<file path="config.mk">
export PLATFORM = sky130hd
export DESIGN_NAME = dft_index_sequencer
export DESIGN_NICKNAME = d
export VERILOG_FILES = /design/src/rtl/dft_pkg.sv /design/src/rtl/tw_idx_acc.sv /design/src/rtl/dft_index_sequencer.sv
export SDC_FILE = /design/constraint.sdc
export NUM_CORES = 1
export LEC_CHECK = 0
export ABC_AREA = 1
export BUFFER_PORTS_ARGS = -buffer_cell sky130_fd_sc_hd__buf_2
export CAP_MARGIN = 5
export CORE_MARGIN = 5
export CORE_UTILIZATION = 50
export CTS_BUF_LIST = sky130_fd_sc_hd__clkbuf_8
export DETAILED_ROUTE_END_ITERATION = 10
export GPL_ROUTABILITY_DRIVEN = 0
export PLACE_DENSITY = 0.76
export SLEW_MARGIN = 20
export SYNTH_ARGS = -nofsm -noshare
export SYNTH_HDL_FRONTEND = slang
export SYNTH_SLANG_ARGS = --single-unit
</file>
<file path="constraint.sdc">
create_clock -name clk -period 6 [get_ports clk]
set_clock_uncertainty 0.2 [all_clocks]
set_input_delay 0.3 -clock clk [delete_from_list [all_inputs] [get_ports clk]]
set_output_delay 0.3 -clock clk [all_outputs]
set_load 0.005 [all_outputs]
</file>
<file path="src/rtl/dft_pkg.sv">
// Shared types for the DFT compute path: index width, sequencer states
// and the index typedef used by the cache, ROM and MAC controllers.
package dft_pkg;

   localparam int IDX_W_DEF = 12;

   typedef enum logic [1:0] {
      IDLE = 2'd0,
      RUN  = 2'd1,
      DONE = 2'd2
   } state_t;

   typedef logic [IDX_W_DEF-1:0] idx_t;

endpackage

</file>
<file path="src/rtl/tw_idx_acc.sv">
// Twiddle index accumulator: tw steps by k modulo n_pts without a multiplier.
// Relies on tw < n_pts and k < n_pts, so one conditional subtract suffices.
module tw_idx_acc
   import dft_pkg::*;
#(
   parameter int W = IDX_W_DEF
) (
   input  logic         clk,
   input  logic         nrst,
   input  logic         clear,
   input  logic         step,
   input  logic [W-1:0] k,
   input  logic [W-1:0] n_pts,
   output logic [W-1:0] tw
);

   logic [W:0] sum;
   logic [W:0] lim;

   assign sum = {1'b0, tw} + {1'b0, k};
   assign lim = {1'b0, n_pts};

   always_ff @(posedge clk) begin
      if (!nrst) begin
         tw <= '0;
      end else if (clear) begin
         tw <= '0;
      end else if (step) begin
         tw <= W'((sum >= lim) ? (sum - lim) : sum);
      end
   end

endmodule

</file>
<file path="src/rtl/dft_index_sequencer.sv">
// Walks bin k (outer) and sample n (inner) as a stallable valid/ready stream.
// DFT_SEQ_HALF_SPECTRUM_EN limits bins to 0..N/2; otherwise 0..N-1.
module dft_index_sequencer
   import dft_pkg::*;
#(
   parameter int IDX_W = IDX_W_DEF
) (
   input  logic             clk,
   input  logic             nrst,
   input  logic             ce,
   input  logic             start,
   input  logic             abort,
   input  logic [IDX_W-1:0] sample_num,
   input  logic             ready,
   output logic             valid,
   output logic [IDX_W-1:0] n_idx,
   output logic [IDX_W-1:0] k_idx,
   output logic [IDX_W-1:0] tw_idx,
   output logic             first,
   output logic             last,
   output logic             calc_end,
   output logic             busy,
   output logic [1:0]       state
);

   state_t           st;
   logic [IDX_W-1:0] n_pts;
   logic [IDX_W-1:0] k_last;
   logic [IDX_W-1:0] k_last_in;
   logic             xfer;
   logic             n_end;
   logic             k_end;
   logic             go;
   logic             abt;
   logic             step;
   logic             clear;

`ifdef DFT_SEQ_HALF_SPECTRUM_EN
   assign k_last_in = sample_num >> 1;
`else
   assign k_last_in = sample_num - IDX_W'(1);
`endif

   assign xfer  = valid & ready & ce;
   assign n_end = (n_idx == n_pts - IDX_W'(1));
   assign k_end = (k_idx == k_last);
   assign go    = (st == IDLE) & start & (sample_num != '0);
   assign abt   = abort & (st != IDLE);
   assign step  = xfer & ~abt & ~n_end;
   assign clear = ce & (go | abt | (xfer & n_end));

   assign state = st;
   assign busy  = (st != IDLE);

   tw_idx_acc #(.W(IDX_W)) u_acc (
      .clk   (clk),
      .nrst  (nrst),
      .clear (clear),
      .step  (step),
      .k     (k_idx),
      .n_pts (n_pts),
      .tw    (tw_idx)
   );

   always_ff @(posedge clk) begin
      if (!nrst) begin
         st       <= IDLE;
         valid    <= 1'b0;
         n_idx    <= '0;
         k_idx    <= '0;
         first    <= 1'b0;
         last     <= 1'b0;
         calc_end <= 1'b0;
         n_pts    <= '0;
         k_last   <= '0;
      end else if (ce) begin
         if (abt) begin
            // abort wins over any transfer in the same cycle
            st       <= IDLE;
            valid    <= 1'b0;
            n_idx    <= '0;
            k_idx    <= '0;
            first    <= 1'b0;
            last     <= 1'b0;
            calc_end <= 1'b0;
         end else begin
            case (st)
               IDLE: begin
                  if (go) begin
                     st     <= RUN;
                     n_pts  <= sample_num;
                     k_last <= k_last_in;
                     valid  <= 1'b1;
                     n_idx  <= '0;
                     k_idx  <= '0;
                     first  <= 1'b1;
                     last   <= (sample_num == IDX_W'(1));
                  end
               end
               RUN: begin
                  if (ready) begin
                     if (!n_end) begin
                        n_idx <= n_idx + IDX_W'(1);
                        first <= 1'b0;
                        last  <= (n_idx + IDX_W'(2) == n_pts);
                     end else if (!k_end) begin
                        n_idx <= '0;
                        k_idx <= k_idx + IDX_W'(1);
                        first <= 1'b1;
                        last  <= (n_pts == IDX_W'(1));
                     end else begin
                        st       <= DONE;
                        valid    <= 1'b0;
                        first    <= 1'b0;
                        last     <= 1'b0;
                        calc_end <= 1'b1;
                     end
                  end
               end
               DONE: begin
                  st       <= IDLE;
                  calc_end <= 1'b0;
               end
               default: begin
                  st    <= IDLE;
                  valid <= 1'b0;
               end
            endcase
         end
      end
   end

endmodule
</file>
==> flow_metrics.tcl <==
set metrics [dict create \
    ys_top_cells_by_area "dfxtp_1 (24%), nand2_1 (16%), ha_1 (7.2%)" \
    setup_tns_ns 0 \
    drive_gt1_share_pct 13.9 \
    die_height_um 114 \
    rrSetupSlack_ns 2.18 \
    grt_pass1_vias 5146 \
    cp-start-kind "flip-flop" \
    max-clock-path-buffers 2 \
    power_w 0.00136 \
    ir_drop_v 0.000131 \
    dieArea_um2 13000 \
    antenna_found_initial 0 \
    fmax_ghz 0.262 \
    cts_resized 0 \
    netlist_area_um2 5420 \
    worstHoldPathType "in2reg" \
    tightest_slew_ns 0.587 \
    p_leak_nw 2.89 \
    ant_nets 0 \
    pre_cts_slack_ns 2.25 \
    rsz0062_at_grt "no" \
    port_buffers 60 \
    layout_commonest_cell "nand2_1" \
    maxCapViolCount 0 \
    mostFrequentLayoutCells "nand2_1 (233), inv_1 (96), nor2_1 (76), a21oi_1 (73), dfxtp_1 (66)" \
    min_period_ns 3.82 \
    wl_per_cell_um 14.2 \
    ys.warnings.count 0 \
    htree_levels 3 \
    power_density_nw_per_um2 225 \
    synth_ff_type "dfxtp_1" \
    clk_latency_ns 0.36 \
    synth_seq_cells 66 \
    drt-pass1-iter-count 5 \
    slew_violations 0 \
    drt-total-wl_mm 14.9 \
    syn_to_final_growth_pct 11.4 \
    synth.avg_cell_area_um2 6.37 \
    cts_tree "yes" \
    worstPathRequired_ns 6.08 \
    final_util_pct 56.2 \
    overflow 0 \
    min_period_over_period_pct 63.6 \
    critPathArrivalTime_ns 3.90 \
    synth_top_area_share_pct 24.4 \
    num_vias 5641 \
    die_w_um 114 \
    grt_usage_pct 23.2 \
    ctsHoldBuffers 0 \
    hold_viol_final 0 \
    post-route-cell-area_um2 6030 \
    cts_made_buffers 9 \
    path_clk_slew_ns 0.08 \
    critPathKind "reg2reg" \
    first_iter_violations 446 \
    via_per_inst 5.36 \
    cts_root_buffer "clkbuf_8" \
    grt_max_degree 37 \
    status "finished, final reports clean" \
    start_util_pct 50.4 \
    n_antenna_cell 0 \
    core_um2 10700 \
    synth_top_area_cell "dfxtp_1" \
    nets 958 \
    drcViolationCount 0 \
    postCtsSetupBuffers 0 \
    clock_sinks 66 \
    synth_seq_area_share_pct 24.4 \
    dp_hpwl_mm 11.9 \
    critPathCaptureType "flip-flop" \
    setup_viol 0 \
    worst_slack_ns 2.18 \
    dpl_cell_area_um2 5820 \
    relSlewSlack_pct 60.8 \
    path_max_fanout 16 \
    grt_pass1_wl_mm 24.4 \
    syn_inst 851 \
    io_pins 61 \
    rows 38 \
    syn_nets 902 \
    synthArstFlopShare_pct 0 \
    synth_cell_types 44 \
    synth_edf_count 0 \
]
[critical path, cell delays in order, from the launching register on]
cell and delay (ns):
dfxtp_1 0.50, ha_1 0.33, a21o_1 0.18, or2_2 0.30, a21oi_1 0.15, xnor2_1 0.17, ha_1 0.33, nand2_1 0.09
nand2_1 0.07, a31oi_1 0.13, nand3_1 0.13, nand2_1 0.10, nand3_1 0.08, nand2_2 0.15, nand2_1 0.32, o21ai_0 0.28
nand2_1 0.08, a21oi_1 0.14
[final timing paths]
check	start	to	depth (start not counted)
hold / removal	sample_num[9]	n_pts[9]	3
setup reg to reg	k_idx[5]	u_acc.tw[0]	17
setup / recovery	k_idx[5]	u_acc.tw[0]	17
hold reg to reg	calc_end	calc_end	2
[area by class of cell]
| type | count | area (um^2) |
|---|---|---|
| clock buffers | 9 | 124 |
| clock inverters | 7 | 93.8 |
| fillers | 1123 | 4710 |
| inverters | 104 | 393 |
| multi-input cells | 665 | 3620 |
| flip-flops and latches | 66 | 1320 |
| well taps | 140 | 175 |
| repair buffers | 61 | 308 |
[state kept, by name, summed over array words and instances, names as in the netlist]
register and cells:
k_last 12, valid 1, n_idx 12, state 2, first 1, last 1
calc_end 1, u_acc.tw 12, n_pts 12, k_idx 12
[logic make-up after synthesis]
logic type	Yosys count	share of synthesized area (%)
AO/OA/AOI/OAI	137	13.5
XOR/XNOR	52	8.54
AND/OR/NAND/NOR	443	36.9
adder cells (fa/ha/maj)	33	7.90
buffers and inverters	120	8.80
flip-flops	66	24.4
[where the power goes]
part	switching, W	total, W	internal, W
combinational	0.000288	0.000442	0.000154
clock	0.000191	0.000424	0.000233
sequential	0.0000312	0.000492	0.000461
[synthesized netlist by cell type, types with 11 or more instances]
master   number
a21oi_1      73
dfxtp_1      66
ha_1         31
inv_1        96
nand2_1     233
nand3_1      56
nand4_1      16
nor2_1       76
nor2_2       11
nor3_1       19
o21ai_0      46
xnor2_1      16
xor2_1       35
[per-stage QoR]
step	std cells	hold slack, ns
2_1_floorplan	851	0.238
3_3_place_gp	1036	0.252
3_5_place_dp	1036	0.253
4_1_cts	1052	0.0601
5_1_grt	1052	0.0702
6_report	1052	0.0786
[metal layers]
layer	track usage [%]	routed length (um)
met2	37.4	6830
met1	32.0	6750
met3	4.18	1030
met4	6.25	274
met5	0	0
(Power assumes the default switching activity.)
